File: src/rtl/fifo_rd_stream.sv
// fifo_rd_stream: sync-FIFO read master with 2-entry skid buffer re-presenting data as a valid/ready stream (optional FIFO_RD_PARITY_EN adds m_parity)
module fifo_rd_stream #(
  parameter int DATA_WIDTH = 8,
  parameter int CNT_WIDTH  = 16
) (
  input  logic                  clk,
  input  logic                  rst_n,
  input  logic                  en,
  input  logic                  flush,
  output logic                  fifo_r_en,
  input  logic [DATA_WIDTH-1:0] fifo_data_out,
  input  logic                  fifo_empty,
  output logic                  m_valid,
  output logic [DATA_WIDTH-1:0] m_data,
  input  logic                  m_ready,
  output logic [CNT_WIDTH-1:0]  beat_count,
`ifdef FIFO_RD_PARITY_EN
  output logic                  m_parity,
`endif
  output logic                  busy
);
  logic [1:0] occ, lvl, wi;
  logic inflight, pop;
  logic [DATA_WIDTH-1:0] d0, d1;
  assign m_valid = occ != 2'd0;
  assign m_data  = d0;
  assign busy    = m_valid || inflight;
  // level after this edge's pop, tail slot for the in-flight word, and the read request
  always_comb begin
    pop       = m_valid && m_ready;
    lvl       = occ + {1'b0, inflight} - {1'b0, pop};
    wi        = occ - {1'b0, pop};
    fifo_r_en = rst_n && en && !flush && !fifo_empty && !lvl[1];
  end
  // skid buffer: head shifts on pop, in-flight word lands in the first free slot
  always_ff @(posedge clk or negedge rst_n) begin
    if (!rst_n) begin
      occ        <= '0;
      inflight   <= 1'b0;
      d0         <= '0;
      d1         <= '0;
      beat_count <= '0;
    end else begin
      beat_count <= beat_count + CNT_WIDTH'(pop);
      inflight   <= fifo_r_en;
      occ        <= flush ? 2'd0 : lvl;
      d0         <= (inflight && wi == 2'd0) ? fifo_data_out : pop ? d1 : d0;
      d1         <= (inflight && wi == 2'd1) ? fifo_data_out : d1;
    end
  end
`ifdef FIFO_RD_PARITY_EN
  logic p0, p1;
  assign m_parity = p0;
  // per-entry parity computed at capture, moving with its data
  always_ff @(posedge clk or negedge rst_n) begin
    if (!rst_n) begin
      p0 <= 1'b0;
      p1 <= 1'b0;
    end else begin
      p0 <= (inflight && wi == 2'd0) ? ^fifo_data_out : pop ? p1 : p0;
      p1 <= (inflight && wi == 2'd1) ? ^fifo_data_out : p1;
    end
  end
`endif
endmodule

File: config.mk
export PLATFORM = sky130hd
export DESIGN_NAME = fifo_rd_stream
export DESIGN_NICKNAME = d
export VERILOG_FILES = /design/src/rtl/fifo_rd_stream.sv
export SDC_FILE = /design/constraint.sdc
export NUM_CORES = 1
export LEC_CHECK = 0
export CORE_ASPECT_RATIO = 0.8
export CORE_MARGIN = 5
export CORE_UTILIZATION = 40
export CTS_CLUSTER_DIAMETER = 40
export CTS_CLUSTER_SIZE = 10
export DETAILED_ROUTE_END_ITERATION = 8
export HOLD_SLACK_MARGIN = 0.08
export PLACE_DENSITY = 0.68
export SKIP_CTS_REPAIR_TIMING = 1
export SLEW_MARGIN = 20
export SYNTH_ARGS = -nofsm -noshare
export SYNTH_HDL_FRONTEND = slang
export SYNTH_SLANG_ARGS = --single-unit
File: constraint.sdc
create_clock -name clk -period 6 [get_ports clk]
set_input_delay 1.5 -clock clk [delete_from_list [all_inputs] [get_ports clk]]
set_output_delay 1.5 -clock clk [all_outputs]
set_load 0.1 [all_outputs]
==> run metrics <==
async set or reset register ratio after synthesis=1.000; netlist area before placement=1548 um2; classification of the worst-slack hold path=reg2reg; dominant cells by area after synthesis=sky130_fd_sc_hd__dfrtp_1 (57%), sky130_fd_sc_hd__xnor2_1 (7.4%), sky130_fd_sc_hd__mux2_2 (5.8%); all-layer global routing usage=0.1268; worst slew margin relative to its limit=0.3492; overall routed net length=3.023 mm; port bufs=40; CP max FO=12; clock latency on the worst-skew pair=0.28 ns; number of nets in the finished design=193; share of the clock period used by the worst path after layout=0.8208; number of buffers on the longest clock path=2; total number of vias=1,105; HPWL after DPL=2.194 mm; full die area=5221 um2; first-iteration detailed-routing DRC count=38; detail-routed net length per standard cell=13.03 um; final setup vio count=0; endpoint required time on the critical path=4.50 ns; minimum clock period=4.925 ns; Leak Pwr=0.0009895 uW; fraction of power consumed by sequential logic=0.341; kind of launch point of the worst setup path=primary input; Clock Skew=around 0.0035 ns; final-report hold violation count=0; number of antenna violations at the first check in global routing=0; maximum number of pins on one net before global-route repair=37; routed wire length on met3=208 um; setup repair after global routing missed its margin=false; slew at the pin with the worst max-slew slack=between 0.9 and 1 ns; TritonRoute pass-1 iters=2; number of I/O pins=just over 40; CTS tree=done; max-cap violations=0; total negative setup slack=0 ns; leading register cell type out of synthesis=sky130_fd_sc_hd__dfrtp_1; top routing layer in use=met4; vias in the first global route=1,085; level count of the clock H-tree=2; cts bufs inserted=5; y dimension of the die=~66 um; Root Driver=sky130_fd_sc_hd__clkbuf_8; Area growth, synth to finish=36.46%; count of distinct cell types in the synthesized netlist=30; Antenna Violating Nets Remaining=0; internal power consumption=478.8 uW; area fraction of the dominant cell type after synthesis=0.5659; cell type contributing the most total cell area after synthesis=sky130_fd_sc_hd__dfrtp_1; switching power share of the total=0.4956; filler instances=approximately 330; switching power summed over all nets=470.5 uW; total routed wire length on the met1 layer=1.389 mm; Overflow after GRT=0; Layout Utilization=0.5589; register bit count reported by yosys=35; most used standard cells in the synthesized netlist=sky130_fd_sc_hd__dfrtp_1 (35), sky130_fd_sc_hd__nand2_1 (13), sky130_fd_sc_hd__xnor2_1 (13); overall die width=79.55 um; routed wire length on met2=1.402 mm; total number of clock tree sinks=35; number of warning messages in the yosys log=0; combinational share of power=0.491; clock transition at the registers of the reported paths=~0.060 ns; Post-route DRC=0; sequential fraction of the synthesis area=0.5659; highest attainable clock frequency=just over 200 MHz; synthesized netlist net count=around 150; max-slew violation count=0; floorplan row count=20; Post-synth EDFFs=0; number of cells produced by synthesis=about 130; run status=complete, no violations; Clk network pwr share=0.168; placeable core region=3779 um2; kind of critical path=in2out; Arrival @ worst endpoint=3.42 ns; post-detailed-route via-to-cell ratio=roughly 4.8; effective utilization at floorplan=0.4096; most repeated cell in the gate-level netlist after synthesis=sky130_fd_sc_hd__dfrtp_1; first-pass GRT wire length=5.064 mm; power per cell area=449.5 nW/um2; Synth Area per Inst=between 10 and 15 um2; category of the worst setup path capture point=output pin; antenna diode count=0; fraction of final layout cells with drive strength greater than 1=0.1243; maximum ir drop on the vdd rail=between 0.0003 and 0.0004 V; final RePlAce weighted congestion=0.7697
-- cells by family (layout without fill, tap and decap cells) --
kind of cell | Yosys count | count (layout) | share of synthesized area
mux | 16 | 16 | 0.1099
compound gates | 11 | 11 | 0.04284
simple gates | 43 | 43 | 0.1512
xor+xnor | 16 | 16 | 0.09055
flops | 35 | 35 | 0.5659
buf+inv | 5 | 53 | 0.01536
fa+ha+maj | 3 | 3 | 0.02425
-- stage by stage --
| step | power (uW) | setup slack (ns) | instances | hold WS [ns] | cell area (um2) |
|---|---|---|---|---|---|
| floorplan | 676.1 | 0.5332 | 129 | 0.4786 | 1554 |
| global placement | 790.7 | 1.141 | 224 | 0.4625 | 2031 |
| detailed placement | 795.4 | 1.086 | 224 | 0.4670 | 2031 |
| CTS | 958.1 | 1.074 | 232 | 0.4756 | 2112 |
| global route | 989.6 | 0.9888 | 232 | 0.5238 | 2112 |
| finish | 949.3 | 1.075 | 232 | 0.4689 | 2112 |
-- registers in the layout, indices dropped and copies added, names as in the netlist --
register / count
beat_count: 16
d1: 8
m_data: 8
occ: 2
inflight: 1
-- area by class of cell --
cell class / instances / area (um2) / share of cell area
inverter: 3 / 11.26 / 0.005332
clock inverter: 1 / 5.005 / 0.002370
tap: 55 / 68.82 / 0.03258
sequential: 35 / 875.8 / 0.4147
timing repair buffer: 42 / 420.4 / 0.1991
multi-input combinational: 89 / 654.4 / 0.3098
clock buffer: 7 / 76.32 / 0.03614
-- power groups by stage --
| stage | sequential, uW | clock (uW) | combinational (uW) |
|---|---|---|---|
| 6_report | 324 | 159 | 466 |
| 2_1_floorplan | 584 | 0 | 91.9 |
| 5_1_grt | 330 | 174 | 486 |
| 4_1_cts | 324 | 165 | 470 |
| 3_5_place_dp | 327 | 0 | 468 |
| 3_3_place_gp | 325 | 0 | 465 |
-- worst paths after layout --
check / startpoint / end / slack (ns) / depth (start not counted)
min in group asynchronous: rst_n / beat_count[11] / 1.25 / 2
max: m_ready / fifo_r_en / 1.08 / 8
min reg2reg: beat_count[15] / beat_count[15] / 0.47 / 1
max reg2reg: occ[1] / beat_count[14] / 4.17 / 7
min: beat_count[15] / beat_count[15] / 0.47 / 1
max in group asynchronous: rst_n / d1[4] / 4.43 / 2
-- critical path, cell delays in order --
cell                              delay (ns)
sky130_fd_sc_hd__clkdlybuf4s50_1        0.53
sky130_fd_sc_hd__o21ai_1                0.09
sky130_fd_sc_hd__buf_4                  0.20
sky130_fd_sc_hd__xnor2_1                0.15
sky130_fd_sc_hd__ha_1                   0.19
sky130_fd_sc_hd__xnor2_1                0.15
sky130_fd_sc_hd__nor4_2                 0.38
sky130_fd_sc_hd__buf_12                 0.23
-- per-layer routing --
metal | GRT usage | vias up
met5 | 0 | -
met4 | 0.03219 | 0
met3 | 0.05342 | 5
met2 | 0.1969 | 31
met1 | 0.1632 | 531
li1 | - | 538
-- cell usage in the layout (no fill, tap or decap), drive strengths merged --
cell,n
clkdlybuf4s50,38
dfrtp,35
xnor2,13
nand2,13
o21ai,10
mux2i,8
mux2,8
clkbuf,8
nand3,7
inv,3
nor2,3
nand4,3
xor2,3
nor2b,3
ha,3
buf,3
nor3,2
and3,2
and2,1
and4,1
or2,1
or3,1
nand2b,1
nor4bb,1
a21oi,1
nor4,1
nor3b,1
and3b,1
and2b,1
clkinv,1
Note: power is estimated with default switching activity, not from simulation.
